### config.mk
export PLATFORM = sky130hd
export DESIGN_NAME = fmap_pool_streamer
export DESIGN_NICKNAME = d
export VERILOG_FILES = /design/src/rtl/fmap_pool_streamer_pkg.sv /design/src/rtl/fmap_pool_streamer_max_cmp.sv /design/src/rtl/fmap_pool_streamer.sv
export SDC_FILE = /design/constraint.sdc
export NUM_CORES = 1
export LEC_CHECK = 0
export BUFFER_PORTS_ARGS = -buffer_cell sky130_fd_sc_hd__buf_4
export CAP_MARGIN = 20
export CORE_MARGIN = 4
export CORE_UTILIZATION = 56
export DETAILED_ROUTE_END_ITERATION = 8
export PLACE_DENSITY_LB_ADDON = 0.15
export SYNTH_ARGS = -nofsm -noshare
export SYNTH_HDL_FRONTEND = slang
export SYNTH_SLANG_ARGS = --single-unit
### constraint.sdc
create_clock -name clk -period 3.7 [get_ports clk]
set_input_delay 0.185 -clock clk [delete_from_list [all_inputs] [get_ports clk]]
set_output_delay 0.185 -clock clk [all_outputs]
set_load 0.02 [all_outputs]
### src/rtl/fmap_pool_streamer_pkg.sv
// Shared CNN definitions: feature-map geometry defaults, pooling FSM state
// encoding and the feature-map RAM address helper.
package fmap_pool_streamer_pkg;

    localparam int CNN_DATA_W  = 32;
    localparam int CNN_FMAP_W  = 6;
    localparam int CNN_FMAP_H  = 6;
    localparam int FMAP_ADDR_W = 6;

    typedef enum logic [2:0] {
        ST_IDLE   = 3'd0,
        ST_READ   = 3'd1,
        ST_DRAIN  = 3'd2,
        ST_EMIT   = 3'd3,
        ST_FINISH = 3'd4
    } pool_state_t;

    // Row-major word address of (row, col) in a feature map fmap_w columns wide.
    function automatic logic [FMAP_ADDR_W-1:0] fmap_addr(input int row, input int col,
                                                         input int fmap_w);
        return FMAP_ADDR_W'(row * fmap_w + col);
    endfunction

endpackage

### src/rtl/fmap_pool_streamer_max_cmp.sv
// Signed comparator returning the larger operand; on a tie the held operand
// wins so the running maximum only moves on a strict improvement.
module max_cmp #(
    parameter int DATA_W = 32
) (
    input  logic [DATA_W-1:0] held,
    input  logic [DATA_W-1:0] cand,
    output logic [DATA_W-1:0] larger
);

    // Strict signed greater-than keeps ties on the held value.
    assign larger = ($signed(cand) > $signed(held)) ? cand : held;

endmodule

### src/rtl/fmap_pool_streamer.sv
// 2x2 stride-2 max-pooling streamer: reads each window from the feature-map
// RAM, reduces it to its signed maximum and hands it out on a valid/ready port.
//
// state  | meaning
// IDLE   | waiting for start
// READ   | issuing the four reads of the current window
// DRAIN  | waiting for the last read words to be captured
// EMIT   | pooled word presented, waiting for out_ready
// FINISH | one-cycle done pulse, then back to IDLE
module fmap_pool_streamer
    import fmap_pool_streamer_pkg::*;
#(
    parameter int DATA_W = CNN_DATA_W,
    parameter int FMAP_W = CNN_FMAP_W,
    parameter int FMAP_H = CNN_FMAP_H
) (
    input  logic              clk,
    input  logic              rst,
    input  logic              start,
    output logic              rd_en,
    output logic [5:0]        rd_addr,
    input  logic [DATA_W-1:0] rd_data,
    output logic              out_valid,
    input  logic              out_ready,
    output logic [DATA_W-1:0] out_data,
    output logic              out_last,
    output logic              busy,
    output logic              done
);

    localparam int WIN_COLS = FMAP_W / 2;
    localparam int WIN_ROWS = FMAP_H / 2;
    localparam logic [FMAP_ADDR_W-1:0] LAST_C = FMAP_ADDR_W'(WIN_COLS - 1);
    localparam logic [FMAP_ADDR_W-1:0] LAST_R = FMAP_ADDR_W'(WIN_ROWS - 1);

    pool_state_t             state;
    logic [FMAP_ADDR_W-1:0]  win_r, win_c;
    logic [FMAP_ADDR_W-1:0]  nxt_r, nxt_c;
    logic                    last_win;
    logic [1:0]              rd_idx;
    logic [1:0]              cap_cnt;
    logic                    rd_pend;
    logic [DATA_W-1:0]       run_max;
    logic [DATA_W-1:0]       max_y;

    max_cmp #(.DATA_W(DATA_W)) u_max_cmp (
        .held   (run_max),
        .cand   (rd_data),
        .larger (max_y)
    );

    // Next window position in row-major order and last-window detect.
    always_comb begin
        last_win = (win_r == LAST_R) && (win_c == LAST_C);
        nxt_r    = win_r;
        nxt_c    = win_c + FMAP_ADDR_W'(1);
        if (win_c == LAST_C) begin
            nxt_c = '0;
            nxt_r = win_r + FMAP_ADDR_W'(1);
        end
    end

    // Sequencer, read-data capture pipeline and registered outputs.
    always_ff @(posedge clk) begin
        if (rst) begin
            state     <= ST_IDLE;
            win_r     <= '0;
            win_c     <= '0;
            rd_idx    <= '0;
            cap_cnt   <= '0;
            rd_pend   <= 1'b0;
            run_max   <= '0;
            rd_en     <= 1'b0;
            rd_addr   <= '0;
            out_valid <= 1'b0;
            out_data  <= '0;
            out_last  <= 1'b0;
            busy      <= 1'b0;
            done      <= 1'b0;
        end else begin
            // rd_data lags rd_en by one cycle, so capture one cycle behind the strobe.
            rd_pend <= rd_en;
            done    <= 1'b0;
            if (rd_pend) begin
                cap_cnt <= cap_cnt + 2'd1;
                run_max <= (cap_cnt == 2'd0) ? rd_data : max_y;
            end

            case (state)
                ST_IDLE: begin
                    if (start) begin
                        state   <= ST_READ;
                        busy    <= 1'b1;
                        win_r   <= '0;
                        win_c   <= '0;
                        rd_en   <= 1'b1;
                        rd_addr <= fmap_addr(0, 0, FMAP_W);
                        rd_idx  <= 2'd1;
                    end
                end
                ST_READ: begin
                    rd_addr <= fmap_addr(2 * int'(win_r) + int'(rd_idx[1]),
                                         2 * int'(win_c) + int'(rd_idx[0]), FMAP_W);
                    rd_idx  <= rd_idx + 2'd1;
                    if (rd_idx == 2'd3) state <= ST_DRAIN;
                end
                ST_DRAIN: begin
                    rd_en <= 1'b0;
                    if (rd_pend && cap_cnt == 2'd3) begin
                        state     <= ST_EMIT;
                        out_valid <= 1'b1;
                        out_data  <= max_y;
                        out_last  <= last_win;
                    end
                end
                ST_EMIT: begin
                    if (out_ready) begin
                        out_valid <= 1'b0;
                        out_last  <= 1'b0;
                        if (last_win) begin
                            state <= ST_FINISH;
                            done  <= 1'b1;
                        end else begin
                            state   <= ST_READ;
                            win_r   <= nxt_r;
                            win_c   <= nxt_c;
                            rd_en   <= 1'b1;
                            rd_addr <= fmap_addr(2 * int'(nxt_r), 2 * int'(nxt_c), FMAP_W);
                            rd_idx  <= 2'd1;
                        end
                    end
                end
                ST_FINISH: begin
                    state <= ST_IDLE;
                    busy  <= 1'b0;
                end
                default: state <= ST_IDLE;
            endcase
        end
    end

endmodule

==> results.py, run 1 <==
metrics = {
    "sta": {
        "slew_headroom": 0.348,
        "finalSetupViolCount": 0,
        "max_freq_mhz": 288,
        "worst_pin_slew_ns": 0.971,
        "layout_setup_ws_ns": 0.231,
        "timing.final.crit_share": 0.938,
        "report.final.slew_viol_count": 0,
        "setup_tns_ns": 0,
        "rsz0062_at_grt": "false",
        "min_period_ns": 3.47,
        "clock_skew_ns": 0.0174,
        "final-hold-violation-count": 0,
    },
    "grt": {
        "antenna_found_initial": 0,
        "grt_pass1_wl_microns": 23800,
        "grt_pass1_vias": 4844,
        "grt_use_total": 0.253,
        "grt_max_degree": 96,
        "gr-total-overflow": 0,
    },
    "finish": {
        "nFillCells": 864,
        "final_core_util": 0.666,
        "antennaDiodeCount": 0,
        "drive_above_1_share": 0.163,
        "area_delta_synth_final_pct": 14.6,
        "nNetsFinal": 814,
        "register_area_sq_um": 1900,
        "multi_input_area_sq_um": 3170,
    },
    "placement": {
        "pre_cts_ws_ns": 0.281,
        "hpwl_microns": 9870,
        "place_congestion": 0.943,
        "portBuffers": 78,
    },
    "drt": {
        "wl_microns": 14000,
        "wl_per_cell_microns": 16.3,
        "vias": 5143,
        "first_pass_iters": 5,
        "postRouteAntennaNets": 0,
        "vias_per_cell": 6.00,
        "dr.first_iter.drc_count": 320,
        "drc_errors": 0,
    },
    "clock_network": {
        "cts_buffers": 9,
        "clock_sinks": 95,
        "clk_pin_slew_worst_paths_ns": 0.10,
        "clkLatencyLatePin_ns": 0.37,
        "holdBufCountCts": 0,
        "cts_setup_buffers": 0,
        "clockRootBuffer": "clkbuf_8",
        "cts_tree": "yes",
        "cts.htree.levels": 3,
        "clockBufferDepth": 2,
    },
    "worst_setup_path": {
        "startpoint": "win_c[3]",
        "path_class": "flop to flop",
        "cp.arrival_ns": 3.76,
        "r2r-start": "win_c[3]",
        "crit_fanout": 9,
        "r2r_cells": 13,
        "start_kind": "flop",
        "endpoint_kind": "flop",
        "crit_required_ns": 3.99,
    },
    "logic_synthesis": {
        "ys_types": 53,
        "synth_top_cell_by_area": "dfxtp_1",
        "synth_top_cell_area_share": 0.349,
        "syn_nets": 762,
        "ys_seq_area_frac": 0.349,
        "synth_ff_type": "dfxtp_1",
        "synth-seq-cells": 95,
        "synthArstFlopShare": 0,
        "synth-edff-count": 0,
        "yosysWarnings": 0,
        "syn_inst": 671,
        "netlist_top_cells_area": "dfxtp_1 (35%), ha_1 (12%), nand3_1 (7.3%)",
        "syn-cell-area_sq_um": 5450,
        "avgSynthCellArea_sq_um": 8.12,
    },
    "power_and_ir_drop": {
        "p_leak_nw": 2.44,
        "powerDensity_nw_per_um2": 328,
        "total_power_mw": 2.05,
        "peakVddDrop_mv": 0.168,
    },
    "floorplan": {
        "pin_count": 79,
        "die-width_microns": 107,
        "start_util": 0.581,
        "die-area_sq_um": 11400,
        "core_sq_um": 9370,
        "die_h_microns": 107,
        "std_cell_rows": 35,
    },
    "hold_path": {
        "holdPathStages": 3,
        "hold_start": "rd_data[5]",
        "holdCritPathClass": "input pin to flop",
    },
    "run": {
        "drv_cap": 0,
    },
    "status": {
        "status": "completed",
    },
}
==> metal layers <==
layer	track usage	routed length [microns]	vias up
li1	-	-	2525
met1	0.368	6530	2466
met2	0.385	6500	138
met3	0.0427	807	14
met4	0.0731	167	0
met5	0	0	-
==> worst max-delay path, stage by stage (launching register included) <==
cell and delay (ns):
dfxtp_1 0.39, nor4_1 0.42, and2_2 0.31, nor2_1 0.06
a21oi_1 0.34, ha_1 0.27, fa_1 0.44, ha_1 0.32
a21oi_1 0.17, xnor2_1 0.15, xnor2_1 0.15, xnor2_1 0.13
nand2_1 0.07, a31oi_1 0.17
==> flip-flops by register name (all words and copies together) (netlist names) <==
| signal | flops |
|---|---|
| out_data | 32 |
| run_max | 32 |
| rd_addr | 6 |
| win_c | 6 |
| win_r | 6 |
| state | 3 |
| cap_cnt | 2 |
| rd_idx | 2 |
| busy | 1 |
| done | 1 |
| out_last | 1 |
| out_valid | 1 |
| rd_en | 1 |
| rd_pend | 1 |
==> final cells by class <==
| type | count | area share |
|---|---|---|
| Timing Repair Buffer | 89 | 0.107 |
| Multi-Input combinational cell | 483 | 0.508 |
| Clock buffer | 12 | 0.0233 |
| Tap cell | 129 | 0.0259 |
| Clock inverter | 4 | 0.00461 |
| Sequential cell | 95 | 0.305 |
| Inverter | 45 | 0.0271 |
==> through the flow <==
stage / hold slack, ns / cells / cell area (sq um)
finish: 0.0806 / 857 / 6240
global route: 0.0733 / 857 / 6240
CTS: 0.0678 / 857 / 6240
detailed placement: 0.474 / 841 / 6070
global placement: 0.447 / 841 / 6070
floorplan: 0.333 / 671 / 5450
==> worst paths after layout <==
path	endpoint	slack (ns)
worst max register to register	rd_addr[5]	0.23
worst min-delay path	run_max[5]	0.08
worst max-delay path	rd_addr[5]	0.23
worst min register to register	rd_addr[3]	0.49
==> where the power goes <==
group | switching (mW) | leakage (nW) | internal, mW
Combinational | 0.210 | 1.59 | 0.127
Clock | 0.377 | 0.0830 | 0.265
Sequential | 0.0205 | 0.769 | 1.05
==> kinds of logic (layout without fill, tap and decap cells) <==
group | after synthesis | in the layout | synth area share
XOR/XNOR | 18 | 18 | 0.0290
buffers and inverters | 93 | 150 | 0.0701
adder cells (fa/ha/maj) | 55 | 55 | 0.132
multiplexers | 2 | 2 | 0.00391
AND/OR/NAND/NOR | 205 | 205 | 0.183
flip-flops | 95 | 95 | 0.349
AO/OA/AOI/OAI | 203 | 203 | 0.233
==> placed cells by master (no fill, tap or decap), drive strengths merged, types with 2 or more instances in the layout <==
master,instances
nor3,10
fa,4
o21ai,71
nand4,10
dfxtp,95
nor2b,3
and4,4
and3,4
a221oi,2
nor2,64
a31oi,3
a32oi,2
or3,3
a211oi,4
clkbuf,12
a21boi,2
nand2,20
buf,89
xor2,4
clkinvlp,2
ha,51
and2,2
a311oi,33
xnor2,14
a21oi,63
a22oi,6
nand3,79
a21o,9
inv,46
==> synthesized netlist by cell type (4+ instances only) <==
master	number
clkbuf_2	6
nand2_1	20
fa_1	4
a22oi_1	6
xor2_1	4
ha_1	51
buf_2	11
nor3_1	9
inv_1	45
nand4_1	9
and3_1	4
o21ai_0	45
xnor2_1	14
nor2_1	64
clkbuf_1	25
a21o_1	9
o21ai_1	26
dfxtp_1	95
nand3_1	79
a21oi_1	62
a211oi_1	4
a311oi_1	33
==> timing repair <==
| item | 4_1_cts | 5_1_grt |
|---|---|---|
| setup endpoints to repair | 0 | 1 |
| resized for setup | 0 | 1 |
| hold endpoints to repair | 0 | 0 |
Note: power is estimated with default switching activity, not from simulation.
==> run 2, diff against run 1 <==
--- a/config.mk
+++ b/config.mk
@@ -9,6 +9,7 @@
 export CAP_MARGIN = 20
 export CORE_MARGIN = 4
 export CORE_UTILIZATION = 56
+export CTS_CLUSTER_DIAMETER = 150
 export DETAILED_ROUTE_END_ITERATION = 8
 export PLACE_DENSITY_LB_ADDON = 0.15
 export SYNTH_ARGS = -nofsm -noshare
==> constraint.sdc (replaced) <==
create_clock -name clk -period 3.3 [get_ports clk]
set_input_delay 0.165 -clock clk [delete_from_list [all_inputs] [get_ports clk]]
set_output_delay 0.165 -clock clk [all_outputs]
set_load 0.02 [all_outputs]
==> results.py, run 2 (synthesized netlist as in run 1, its figures left out) <==
metrics = {
    "clock_network": {
        "cts_resized": 0,
        "clock_sinks": 95,
        "holdBufCountCts": 0,
        "cts.htree.levels": 3,
        "clkLatencyLatePin_ns": 0.37,
        "clockBufferDepth": 2,
        "cts_setup_buffers": 0,
        "clockRootBuffer": "clkbuf_8",
        "clk_pin_slew_worst_paths_ns": 0.09,
        "cts_buffers": 9,
        "cts_tree": "yes",
    },
    "drt": {
        "wl_microns": 14100,
        "vias_per_cell": 5.94,
        "vias": 5141,
        "drc_errors": 0,
        "first_pass_iters": 5,
        "dr.first_iter.drc_count": 341,
        "postRouteAntennaNets": 0,
        "wl_per_cell_microns": 16.2,
    },
    "finish": {
        "final_common_cell": "buf_4",
        "multi_input_area_sq_um": 3180,
        "most-common-layout-cells": "buf_4 (98), dfxtp_1 (95), nand3_1 (79)",
        "reg_top3": "out_data (32), run_max (32)",
        "drive_above_1_share": 0.174,
        "nFillCells": 849,
        "antennaDiodeCount": 0,
        "nNetsFinal": 824,
        "register_area_sq_um": 1900,
        "area_delta_synth_final_pct": 17.1,
    },
    "sta": {
        "rsz0062_at_grt": "false",
        "final-hold-violation-count": 0,
        "report.final.slew_viol_count": 0,
        "worst_pin_slew_ns": 0.993,
        "setup_tns_ns": 0,
        "min_period_ns": 3.11,
        "slew_headroom": 0.338,
        "timing.final.crit_share": 0.942,
        "finalSetupViolCount": 0,
        "max_freq_mhz": 322,
        "clock_skew_ns": 0.0154,
    },
    "worst_setup_path": {
        "crit_fanout": 9,
        "cp_top_family": "adder cells",
        "cp_common_cell": "xnor2_1",
        "crit_required_ns": 3.59,
        "critical_path.max_stage_delay_ns": 0.46,
        "critPathSlowestCell": "fa_1",
        "worstPathCellList": "nor4_4, and2_4, nor2_1, a21oi_1, ha_1, fa_1, ha_1, a21oi_1, xnor2_1, xnor2_1, xnor2_1, nand2_1, a31oi_1",
        "path_class": "flop to flop",
        "crit_buf_inv": 0,
        "endpoint_kind": "flop",
        "cp.arrival_ns": 3.40,
        "start_kind": "flop",
    },
    "floorplan": {
        "pin_count": 79,
        "core_sq_um": 9370,
        "start_util": 0.581,
        "die-width_microns": 107,
        "die-area_sq_um": 11400,
        "std_cell_rows": 35,
        "die_h_microns": 107,
    },
    "grt": {
        "grt_use_total": 0.251,
        "antenna_found_initial": 0,
        "grt_pass1_wl_microns": 23500,
        "use_met2": 0.403,
        "gr-total-overflow": 0,
        "grt_util_met1": 0.343,
        "grt_pass1_vias": 4930,
        "grt_max_degree": 96,
        "use_met3": 0.0427,
        "busiest_layer": "met2",
    },
    "run": {
        "drv_cap": 0,
    },
    "placement": {
        "portBuffers": 78,
        "hpwl_microns": 10000,
        "place_congestion": 0.893,
    },
    "power_and_ir_drop": {
        "total_power_mw": 2.42,
        "peakVddDrop_mv": 0.193,
        "p_leak_nw": 2.52,
        "powerDensity_nw_per_um2": 380,
    },
    "hold_path": {
        "holdCritPathClass": "input pin to flop",
    },
    "status": {
        "status": "completed",
    },
}
-- run 2: area by class of cell --
type                    count  share of cell area
repair buffers             99               0.119
inverters                  45              0.0265
multi-input cells         483               0.499
well taps                 129              0.0253
flip-flops and latches     95               0.298
clock buffers              12              0.0212
clock inverters             3              0.0108
-- run 2: worst reg2reg max path: cells and delay by family, from the launching register on --
family / cells / cell delay, ns
AO/OA/AOI/OAI: 3 / 0.51
XOR/XNOR: 3 / 0.44
adder cells (fa/ha/maj): 3 / 1.01
flip-flops: 1 / 0.40
AND/OR/NAND/NOR: 4 / 0.68
-- run 2: routing by layer --
metal / part of all wire / wire (microns)
met5: 0 / 0
met4: 0.011 / 159
met3: 0.053 / 749
met2: 0.47 / 6650
met1: 0.46 / 6510
-- run 2: path summary, 6_finish.rpt --
path	from	endpoint	slack [ns]	cells past startpoint
min reg2reg	rd_addr[1]	rd_addr[1]	0.47	2
max reg2reg	win_c[2]	rd_addr[5]	0.19	13
max	win_c[2]	rd_addr[5]	0.19	13
min	rd_data[8]	run_max[8]	0.07	3
-- run 2: power by group --
| part | switching, mW | leakage (nW) | internal, mW |
|---|---|---|---|
| clock | 0.411 | 0.101 | 0.426 |
| combinational | 0.237 | 1.65 | 0.151 |
| sequential | 0.0228 | 0.769 | 1.17 |
-- run 2: metrics by stage --
step                instances  worst slack (ns)  cell area [sq um]  hold slack, ns  utilization
floorplan                 671            0.0418               5450           0.313            -
global placement          851             0.169               6150           0.445        0.657
detailed placement        851            0.0785               6150           0.454        0.657
CTS                       866            0.0220               6360          0.0558        0.679
global route              866            0.0339               6380          0.0586        0.680
finish                    866             0.192               6380          0.0652        0.680
